===== src/rtl/sum_stream_accum_pkg.sv =====
// Shared types and widths for the sum-stream accumulator.
// Latency: n/a (declarations only).
// Backpressure: n/a.
package sum_stream_accum_pkg;

    localparam int ACC_W = 16;
    localparam int CNT_W = 10;

    typedef enum logic [1:0] {
        IDLE   = 2'b00,
        ACCUM  = 2'b01,
        OUT_HI = 2'b10,
        OUT_LO = 2'b11
    } state_t;

endpackage


===== src/rtl/sum_stream_accum_if.sv =====
// Stream bundle: 8-bit sum input (sum_in/sum_valid) and byte output (out_data/out_valid/out_ready).
// Latency: n/a (wires only).
// Backpressure: out_ready from the consumer stalls out_data; the sum input has no ready.
//   slave  : accumulator side (consumes sums, produces bytes)
//   master : producer/consumer side (drives sums, accepts bytes)
interface sum_stream_accum_if;
    logic [7:0] sum_in;
    logic       sum_valid;
    logic [7:0] out_data;
    logic       out_valid;
    logic       out_ready;

    modport slave (
        input  sum_in,
        input  sum_valid,
        input  out_ready,
        output out_data,
        output out_valid
    );

    modport master (
        output sum_in,
        output sum_valid,
        output out_ready,
        input  out_data,
        input  out_valid
    );
endinterface


===== src/rtl/accum_sat_add.sv =====
// Next-accumulator adder: acc + zero-extended 8-bit sample, with carry flag.
// Latency: combinational.
// Backpressure: none.
//   Ports: acc (current total), addend (sample), acc_next (next total), carry (17th bit).
//   Macro SUM_STREAM_ACCUM_SAT_EN: when defined, a carry clamps acc_next to all ones.
module accum_sat_add
    import sum_stream_accum_pkg::*;
(
    input  logic [ACC_W-1:0] acc,
    input  logic [7:0]       addend,
    output logic [ACC_W-1:0] acc_next,
    output logic             carry
);

    logic [ACC_W:0] sum_full;

    assign sum_full = {1'b0, acc} + {{(ACC_W + 1 - 8){1'b0}}, addend};
    assign carry    = sum_full[ACC_W];

`ifdef SUM_STREAM_ACCUM_SAT_EN
    // Once clamped at all ones, any nonzero addend carries again, and a zero
    // addend leaves all ones unchanged, so the clamp persists for the frame.
    assign acc_next = carry ? {ACC_W{1'b1}} : sum_full[ACC_W-1:0];
`else
    assign acc_next = sum_full[ACC_W-1:0];
`endif

endmodule


===== src/rtl/sum_stream_accum.sv =====
// Accumulates SAMPLES 8-bit sums into a 16-bit total and emits it as two bytes, high first.
// Latency: out_valid rises the cycle after the final sample edge; one byte per cycle minimum.
// Backpressure: out_ready low holds the current byte stable; ena low freezes everything.
//   Ports: clk, rst_n (async, active low), ena, start, bus (sum in / byte out),
//          busy (not IDLE), ovf (sticky 17-bit carry seen this frame).
//   Macro SUM_STREAM_ACCUM_SAT_EN: saturate the total at 16'hFFFF instead of wrapping.
module sum_stream_accum
    import sum_stream_accum_pkg::*;
#(
    parameter int SAMPLES = 4
) (
    input  logic                clk,
    input  logic                rst_n,
    input  logic                ena,
    input  logic                start,
    sum_stream_accum_if.slave   bus,
    output logic                busy,
    output logic                ovf
);

    // Counter compares against the index of the final sample, so it never
    // needs to hold SAMPLES itself (keeps 1023 within CNT_W bits).
    localparam logic [CNT_W-1:0] LAST_IDX = CNT_W'(SAMPLES - 1);

    state_t           state;
    logic [ACC_W-1:0] acc;
    logic [CNT_W-1:0] cnt;
    logic [ACC_W-1:0] acc_next;
    logic             carry;

    accum_sat_add u_add (
        .acc      (acc),
        .addend   (bus.sum_in),
        .acc_next (acc_next),
        .carry    (carry)
    );

    always_ff @(posedge clk or negedge rst_n) begin
        if (!rst_n) begin
            state <= IDLE;
            acc   <= '0;
            cnt   <= '0;
            ovf   <= 1'b0;
        end else if (ena) begin
            case (state)
                IDLE: begin
                    if (start) begin
                        acc   <= '0;
                        cnt   <= '0;
                        ovf   <= 1'b0;
                        state <= ACCUM;
                    end
                end
                ACCUM: begin
                    if (bus.sum_valid) begin
                        acc <= acc_next;
                        if (carry) begin
                            ovf <= 1'b1;
                        end
                        if (cnt == LAST_IDX) begin
                            cnt   <= '0;
                            state <= OUT_HI;
                        end else begin
                            cnt <= cnt + CNT_W'(1);
                        end
                    end
                end
                OUT_HI: begin
                    if (bus.out_ready) begin
                        state <= OUT_LO;
                    end
                end
                OUT_LO: begin
                    if (bus.out_ready) begin
                        state <= IDLE;
                    end
                end
                default: state <= IDLE;
            endcase
        end
    end

    // Outputs depend only on registered state and acc.
    always_comb begin
        bus.out_data  = 8'h00;
        bus.out_valid = 1'b0;
        case (state)
            OUT_HI: begin
                bus.out_valid = 1'b1;
                bus.out_data  = acc[15:8];
            end
            OUT_LO: begin
                bus.out_valid = 1'b1;
                bus.out_data  = acc[7:0];
            end
            default: begin
                bus.out_valid = 1'b0;
                bus.out_data  = 8'h00;
            end
        endcase
    end

    assign busy = (state != IDLE);

endmodule


===== src/flat_wrapper.sv =====
// flat-port wrapper written by rule: the top's interface ports become plain ports
module sum_stream_accum_flat import sum_stream_accum_pkg::*;
#(
    parameter int SAMPLES = 4
)
  (clk, rst_n, ena, start, busy, ovf, bus_sum_in, bus_sum_valid, bus_out_ready, bus_out_data, bus_out_valid);
  sum_stream_accum_if bus_i ();
  input  logic clk;
  input  logic rst_n;
  input  logic ena;
  input  logic start;
  output logic busy;
  output logic ovf;
  input wire logic [$bits(bus_i.sum_in)-1:0] bus_sum_in;
  input wire logic [$bits(bus_i.sum_valid)-1:0] bus_sum_valid;
  input wire logic [$bits(bus_i.out_ready)-1:0] bus_out_ready;
  output wire logic [$bits(bus_i.out_data)-1:0] bus_out_data;
  output wire logic [$bits(bus_i.out_valid)-1:0] bus_out_valid;
  assign bus_i.sum_in = bus_sum_in;
  assign bus_i.sum_valid = bus_sum_valid;
  assign bus_i.out_ready = bus_out_ready;
  assign bus_out_data = bus_i.out_data;
  assign bus_out_valid = bus_i.out_valid;
  sum_stream_accum #(.SAMPLES(SAMPLES)) u_core (.clk(clk), .rst_n(rst_n), .ena(ena), .start(start), .bus(bus_i), .busy(busy), .ovf(ovf));
endmodule

===== config.mk =====
export PLATFORM = sky130hd
export DESIGN_NAME = sum_stream_accum_flat
export DESIGN_NICKNAME = d
export VERILOG_FILES = /design/src/rtl/sum_stream_accum_pkg.sv /design/src/rtl/sum_stream_accum_if.sv /design/src/rtl/accum_sat_add.sv /design/src/rtl/sum_stream_accum.sv /design/src/flat_wrapper.sv
export SDC_FILE = /design/constraint.sdc
export NUM_CORES = 1
export LEC_CHECK = 0
export ABC_CLOCK_PERIOD_IN_PS = 1800
export BUFFER_PORTS_ARGS = -buffer_cell sky130_fd_sc_hd__buf_2
export CAP_MARGIN = 15
export CORE_MARGIN = 2
export CORE_UTILIZATION = 52
export CTS_CLUSTER_DIAMETER = 50
export CTS_CLUSTER_SIZE = 8
export DETAILED_ROUTE_END_ITERATION = 16
export GPL_TIMING_DRIVEN = 0
export PLACE_DENSITY = 0.76
export SLEW_MARGIN = 40
export SYNTH_ARGS = -nofsm -noshare
export SYNTH_HDL_FRONTEND = slang
export SYNTH_SLANG_ARGS = --single-unit

===== constraint.sdc =====
create_clock -name clk -period 1.8 [get_ports clk]
set_input_delay 0.09 -clock clk [delete_from_list [all_inputs] [get_ports clk]]
set_output_delay 0.09 -clock clk [all_outputs]
set_load 0.005 [all_outputs]

-- Word level (Yosys, flattened, before mapping)
Index checks and enable logic that the tools add are counted.
- $add $sub $neg: 2
- equality and inequality tests: 10
- mux-type cells: 19
- reductions and logical operators: 7
- operator list (cell ; count):
    $mux 16 ; 2
    $pmux 16 s2 ; 1
    $mux 10 ; 3
    $pmux 10 s2 ; 1
    $add 16x8->17 ; 1
    $pmux 8 s2 ; 1
    $add 10x1->10 const B ; 1
    $eq 10x2->1 const B ; 1
    $mux 2 ; 5
    $ne 2x2->1 const B ; 5
    $pmux 2 s4 ; 1
    $reduce_and 6->1 ; 1
    $reduce_and 5->1 ; 1
    $eq 2x2->1 const B ; 2
    $mux 1 ; 4
    $reduce_and 4->1 ; 1
    $reduce_bool 2->1 ; 2
    $eq 2x1->1 const B ; 1
    $logic_not 2->1 ; 1
    $ne 2x1->1 const B ; 1
    $pmux 1 s2 ; 1
    $reduce_or 2->1 ; 1
- register bits: 29
- input bits: 14
- output and inout bits: 11
- word-level logic and storage cells: 42

-- Logic depth before layout (Yosys ltp)
Gate-level depths: netlist of the first run.
- depth after elaboration: 4
- mapped depth: 9
- mapped depth without buffers: 8

-- Hierarchy
From an unflattened synthesis of the first run, not the netlist that was laid out.
- cells, all modules: 212
- area, all modules: 2005.7 um2
- modules (own cells, without submodules) (module ; times used ; cells an instance ; area an instance (um2) ; seq. area each (um2)):
    sum_stream_accum ; 1 ; 128 ; 1411.4 ; 725.7
    accum_sat_add ; 1 ; 84 ; 594.3 ; 0.0

-- Worst setup path after synthesis of the first run
Ideal clock, no wire load.
- path kind: register to register
- start point: register u_core.acc[0]
- end point: register u_core.acc[12]
- arrival time: 1816 ps
- data required time: 1680 ps
- setup slack: -136 ps
- stages on the path, launching flop included: 9
- path buffers: 0
- clock period less this slack: 1936 ps
- cells stage by stage: dfrtp_1 ha_1 inv_1 fa_1 nand2b_1 a21oi_1 o41a_1 a31oi_1 a41o_1
- word-level cells in the longest chain between the ends: 3
- ends and longest elaborated chain (item ; line ; source):
    start, declared ; sum_stream_accum.sv:26 ; logic [ACC_W-1:0] acc;
    start signal, assigned ; sum_stream_accum.sv:56 ; acc <= acc_next;
    $add 16x8->17 ; accum_sat_add.sv:17 ; assign sum_full = {1'b0, acc} + {{(ACC_W + 1 - 8){1'b0}}, addend};
    $mux 16 ; sum_stream_accum.sv:55 ; if (bus.sum_valid) begin
    $pmux 16 s2 ; sum_stream_accum.sv:45 ; case (state)
No other way between the ends. The select of a mux whose other input is x is not followed.
A chain may end at the register's enable or synchronous reset.

-- Worst setup path in the final report of the first run
- start point: register u_core.acc[0]
- end point: register u_core.acc[8]
The elaborated chain is that of the path after synthesis.

==> results.cfg, run 1 <==
[critical_path]
slowest_stage = dfrtp_1
crit_path_start_kind = flip-flop
cp_data_arrival_time_ps = 2180
cp.required_ps = 1960
crit_path_max_fanout = 7
cp-startpoint = u_core.acc[0]$_DFFE_PN0P_
reg2reg_from = u_core.acc[0]$_DFFE_PN0P_
cp_cell_sequence = ha_4, inv_2, fa_2, nand2b_4, a21oi_4, o41a_1, a21oi_1, a31o_2
critPathMaxStageDelay_ps = 380
criticalPathCategory = reg -> reg
end_kind = flip-flop

[job]
maxCapViolCount = 0

[timing]
fin_ws_ps = -211
tightest_slew_ps = 669
finalSetupViolCount = 10
skew_ps = 4.77
fmax_mhz = 497
hold_ws_ps = 212
period_share_pct = 112
max_slew_margin_pct = 55.4
tns_ps = -1370
finalCriticalPeriod_ps = 2010
finalHoldViolCount = 0
slew_violations = 0
rsz0062_at_grt = true

[cells_and_area]
drive_gt1_share_pct = 39.1
fillers = 259
synthToLayoutAreaGrowth_pct = 35.6
finalNetCount = 283
fin_util_pct = 72.1
fin_area_um2 = 2600
diodes = 0

[power]
power_density_nw_per_um2 = 1300
combinationalPowerShare_pct = 56.8
intPower_mw = 1.99
switching_share_pct = 41.3
seqPwrFrac_pct = 28.6
power.leakage_nw = 1.17
irDropWorstVdd_v = 0.000807
p_clk_share_pct = 14.5
p_switching_mw = 1.40

[routing]
drtIter0Drc = 127
num_vias = 1763
routed_wl_mm = 4.75
drc = 0
viasPerCell = 5.86
wl_per_cell_um = 15.8
drtAntennaViolNets = 0
drt_pass1_iterations = 4

[floorplanning]
ioPinCount = 25
core_um2 = 3610
die_h_um = 64.7
start_util_pct = 53.2
rows = 22
fp.dieW_um = 64.7
die-area_um2 = 4190

[outcome]
violations = negative setup slack
status = finished, violations left

[synthesis]
synth.largest_area_cell = dfrtp_1
synth_top_cell_area_share_pct = 37.8
syn_inst = 206
synth_area_leaders = dfrtp_1 (38%), ha_1 (9.1%), a22o_1 (5.0%), nand2_1 (3.5%), a21oi_1 (3.4%)
ys_seq_elements = 29
netlist_area_um2 = 1920
synth_edf_count = 0
ys.flop_type = dfrtp_1
synth.most_common_cell = dfrtp_1
ys_types = 46
synth_nets = 235
synth_common_cells = dfrtp_1 (29), nand2_1 (18), nor2_1 (15)
ys_warn_count = 0
async_flop_share_pct = 100
syn_area_per_cell_um2 = 9.31
synth.yosys.seq_area_share_pct = 37.8

[clock_network]
cts_sinks = 29
cts_tree = done
worstSkewPairLatency_ps = 280
h-tree-depth = 2
clkTransAtPathRegs_ps = 60
numCtsBuffers = 5
root_buffer = clkbuf_8
cts_buffer_depth = 2

[global_routing]
grt_usage_pct = 23.6
grt_max_degree = 30
antenna_found_initial = 0
grt_pass1_vias = 1680
grt_first_pass_wirelength_mm = 7.67
globalRoute.totalOverflow = 0

[placement]
port_buffers = 24
place_congestion = 0.845
post_dp_cell_area_um2 = 2150
dp_hpwl_mm = 3.04

[worst_hold_path]
min_from = bus_sum_in[0]
min_path_type = in -> reg
worst paths after layout:
path                            slack (ps)  cells past startpoint                          end
worst max-delay path                  -210                      8    u_core.acc[8]$_DFFE_PN0P_
worst min-delay path                   210                      3    u_core.acc[0]$_DFFE_PN0P_
worst max register to register        -210                      8    u_core.acc[8]$_DFFE_PN0P_
worst min register to register         520                      2       u_core.ovf$_DFFE_PN0P_
max in group asynchronous              950                      2  u_core.state[0]$_DFFE_PN0P_
min in group asynchronous              380                      2    u_core.acc[7]$_DFFE_PN0P_
per-stage QoR:
stage               instances  total power, mW  setup WS (ps)
floorplan                 206             1.98          -44.5
global placement          278             2.30           -248
detailed placement        278             2.31           -284
CTS                       295             3.10           -181
global route              301             3.63           -280
finish                    301             3.38           -211
layout make-up:
cell class	count	area [um^2]	share of cell area, %
inverters	9	33.8	1.30
plain buffers	2	16.3	0.625
repair buffers	46	299	11.5
flip-flops and latches	29	728	28.0
well taps	48	60.1	2.31
clock inverters	1	5.00	0.192
clock buffers	5	68.8	2.65
multi-input cells	161	1390	53.4
worst max-delay path, delay by kind of cell (launching register included):
kind / cells / cell delay, ps
flops: 1 / 380
buf+inv: 1 / 30
simple gates: 1 / 160
fa+ha+maj: 2 / 480
compound gates: 4 / 850
layout by cell type (no fill, tap or decap), types with 5 or more instances in the layout:
| cell | Yosys | layout |
|---|---|---|
| dfrtp_1 | 29 | 27 |
| nand3_1 | 8 | 6 |
| a21oi_1 | 13 | 6 |
| buf_4 | 1 | 18 |
| buf_2 | 0 | 24 |
| a21oi_2 | 0 | 6 |
| inv_1 | 9 | 6 |
| clkbuf_8 | 0 | 5 |
| a22o_1 | 11 | 11 |
| o21ai_0 | 13 | 9 |
| nand4_1 | 5 | 5 |
| xnor2_1 | 5 | 5 |
| ha_4 | 0 | 8 |
| nand2_1 | 18 | 18 |
| nor2_1 | 15 | 14 |
| xor2_1 | 7 | 6 |
power by group through the flow:
stage / clock network (mW) / registers (mW) / logic [mW]
2_1_floorplan: 0 / 0.921 / 1.05
3_3_place_gp: 0 / 0.965 / 1.33
3_5_place_dp: 0 / 0.966 / 1.35
4_1_cts: 0.502 / 0.958 / 1.64
5_1_grt: 0.531 / 0.996 / 2.10
6_report: 0.492 / 0.969 / 1.92
logic make-up (layout without fill, tap and decap cells):
family | Yosys count | in the layout | share of synthesized area (%)
xor+xnor | 12 | 12 | 5.48
simple gates | 75 | 75 | 21.0
fa+ha+maj | 15 | 15 | 10.2
compound gates | 57 | 57 | 20.7
mux | 2 | 2 | 1.04
flops | 29 | 29 | 37.8
buf+inv | 16 | 63 | 3.72
what timing repair did:
item / in CTS / in global routing
hold buffers: 1 / 0
gates resized for setup: 20 / 25
endpoints found under the hold margin: 29 / 0
pin swaps: 17 / 10
buffers inserted: 13 / 9
endpoints found under the setup margin: 18 / 23
routing by layer:
layer	GRT usage, %	up-vias	wire, um
met4	8.78	0	53
met1	31.5	867	2140
met3	5.03	8	211
met5	0	-	0
met2	37.8	40	2350
li1	-	848	-
state kept, by name, indices dropped and copies added, names as in the netlist:
register	count
u_core.acc	16
u_core.cnt	10
u_core.state	2
u_core.ovf	1
Note: power is estimated with default switching activity, not from simulation.
==> run 2: changes to the inputs <==
- CORE_MARGIN: 2 -> 1
- PLACE_DENSITY: 0.76 -> 0.81
- SYNTH_HIERARCHICAL: default -> 1
==> run 2 against run 1 <==
  * The run still ends with negative setup slack left
  * Synthesized cell count increased by 2.9%
  * Flip-flop and latch count unchanged
  * Area after synthesis increased by 4.6%
==> results.cfg, run 2 <==
[placement]
dpl_worst_slack_ps = -337
port_buffers = 24
dp_hpwl_mm = 3.33
place_congestion = 0.878

[cells_and_area]
top_register = u_core/acc
diodes = 0
finalNetCount = 292
synthToLayoutAreaGrowth_pct = 37.4
top_regs = u_core/acc x16, u_core/cnt x10, u_core/state x2
fin_util_pct = 74.7
drive_gt1_share_pct = 42.3
layout_commonest_cell = dfrtp_1
final_cell_mix = dfrtp_1 (25), buf_2 (24), a22o_1 (24), buf_4 (20), nor2_1 (16)
largest_reg_flops = 16

[clock_network]
numCtsBuffers = 5
h-tree-depth = 2
cts_buffer_depth = 2
cts_tree = done
cts_sinks = 29
root_buffer = clkbuf_8
worstSkewPairLatency_ps = 290
clkTransAtPathRegs_ps = 70

[synthesis]
synth.most_common_cell = dfrtp_1
synth_common_cells = dfrtp_1 (29), a22o_1 (24), nor2_1 (16)
netlist_area_um2 = 2010
synth_area_leaders = dfrtp_1 (36%), a22o_1 (10%), ha_1 (8.1%), xnor2_1 (3.5%), xor2_1 (3.1%)
ys_seq_elements = 29
synth_edf_count = 0
synth_top_cell_area_share_pct = 36.2
syn_inst = 212
async_flop_share_pct = 100
synth.largest_area_cell = dfrtp_1
synth_nets = 240
ys.flop_type = dfrtp_1
ys_types = 47
syn_area_per_cell_um2 = 9.46
synth.yosys.seq_area_share_pct = 36.2
ys_warn_count = 6

[power]
irDropWorstVdd_v = 0.000935
power.leakage_nw = 1.20
power_density_nw_per_um2 = 1220

[critical_path]
slowest_stage = dfrtp_1
criticalPathCategory = reg -> reg
cp_cell_sequence = ha_4, fa_2, a21o_1, a221oi_2, o21ai_2, and3_4, inv_2, nor2_1, o22a_1
worst-r2r-cell-count = 9
cp_data_arrival_time_ps = 2310
r2r-end = u_core/ovf$_DFFE_PN0P_
r2r_slack_ps = -330
critPathMaxStageDelay_ps = 430
cp.required_ps = 1980
reg2reg_from = u_core/acc[0]$_DFFE_PN0P_
crit_path_max_fanout = 3
end_kind = flip-flop
crit_path_start_kind = flip-flop

[routing]
routed_wl_mm = 6.60
num_vias = 2098
drt_pass1_iterations = 4
drc = 0
viasPerCell = 6.70
drtAntennaViolNets = 0
wl_per_cell_um = 21.1
drtIter0Drc = 141

[timing]
tightest_slew_ps = 679
fmax_mhz = 469
slew_violations = 0
finalHoldViolCount = 0
finalSetupViolCount = 16
fin_ws_ps = -332
skew_ps = 9.99
period_share_pct = 118
max_slew_margin_pct = 54.7
finalCriticalPeriod_ps = 2130
rsz0062_at_grt = true
tns_ps = -3160
hold_ws_ps = 171

[floorplanning]
ioPinCount = 25
core_um2 = 3690
die_h_um = 64.1
rows = 22
die-area_um2 = 4110
fp.dieW_um = 64.1
start_util_pct = 54.4

[worst_hold_path]
min_path_type = in -> reg
worst_hold_path.endpoint = u_core/acc[0]$_DFFE_PN0P_
min_from = bus_sum_in[0]
whs_path_depth = 3

[job]
maxCapViolCount = 0

[global_routing]
grt_first_pass_wirelength_mm = 8.72
grt_usage_pct = 28.2
globalRoute.totalOverflow = 0
grt_max_degree = 30
antenna_found_initial = 0
grt_pass1_vias = 1787

[outcome]
status = finished, violations left
violations = negative setup slack
-- run 2: changes by cell type in the layout (fill, tap and decap cells not counted), sizes merged, moves of 3 or more --
cell / delta
a31oi: -3
nand4: +3
clkbuf: +5
and3: +5
nand2: -7
nor3: +5
a21oi: -5
xnor2: +3
nand2b: -6
o21ai: -4
or3: -5
a22o: +13
-- run 2: area by class of cell --
type,count,area [um^2]
buffer,6,37.5
clock buffer,7,96.3
clock inverter,1,5.00
fill,221,932
inverter,8,30.0
multi-input combinational,167,1490
sequential,29,731
tap,48,60.1
timing repair buffer,47,303
-- run 2: cells by family after synthesis --
group | after synthesis | share of synthesized area, %
xor gates and xnor gates | 15 | 6.55
adders and majority gates | 14 | 9.11
AOI/OAI and AO/OA | 59 | 22.1
buffers and inverters | 16 | 3.06
DFF | 29 | 36.2
muxes | 4 | 2.31
and+or+nand+nor | 75 | 20.6
-- run 2: what timing repair did --
action                                 in CTS  in global routing
setup endpoints to repair                  26                 26
gates resized for setup                    31                 31
hold buffers                                1                  0
pin swaps                                  18                 27
gates cloned                                0                  0
endpoints found under the hold margin      29                  0
setup buffers                               8                 15
-- run 2: worst max-delay path: cells and delay by family (launching register included) --
kind	cells	cell delay (ps)
buf+inv	1	40
compound gates	4	800
simple gates	2	200
flops	1	430
fa+ha+maj	2	560
-- run 2: worst max-delay path by stage --
stage | startpoint | to | slack, ps | cells after the start
after floorplan | u_core/acc[0]$_DFFE_PN0P_ | u_core/ovf$_DFFE_PN0P_ | -180 | 9
after global placement | u_core/acc[0]$_DFFE_PN0P_ | u_core/ovf$_DFFE_PN0P_ | -320 | 9
after detailed placement | u_core/acc[0]$_DFFE_PN0P_ | u_core/acc[12]$_DFFE_PN0P_ | -340 | 7
after CTS | u_core/acc[0]$_DFFE_PN0P_ | u_core/ovf$_DFFE_PN0P_ | -260 | 9
after global routing | u_core/acc[0]$_DFFE_PN0P_ | u_core/ovf$_DFFE_PN0P_ | -400 | 9
final | u_core/acc[0]$_DFFE_PN0P_ | u_core/ovf$_DFFE_PN0P_ | -330 | 9
-- run 2: report_power, final --
group | leakage, nW | switching [mW] | internal (mW) | total (mW)
Clock | 0.0542 | 0.276 | 0.346 | 0.622
Sequential | 0.388 | 0.197 | 0.773 | 0.970
Combinational | 0.757 | 0.943 | 0.833 | 1.78
-- run 2: routing by layer --
layer  vias to the layer above  wire [um]  track usage (%)
li1                        923          -                -
met1                      1024       2600             34.8
met2                       128       3390             48.5
met3                        23        392             3.93
met4                         0        212             12.8
met5                         -          0                0
-- run 2: stage by stage --
| step | instances | area (um^2) | power, mW |
|---|---|---|---|
| floorplan | 212 | 2020 | 1.73 |
| global placement | 284 | 2200 | 2.02 |
| detailed placement | 284 | 2200 | 2.06 |
| CTS | 299 | 2510 | 2.92 |
| global route | 313 | 2760 | 3.50 |
| finish | 313 | 2760 | 3.37 |
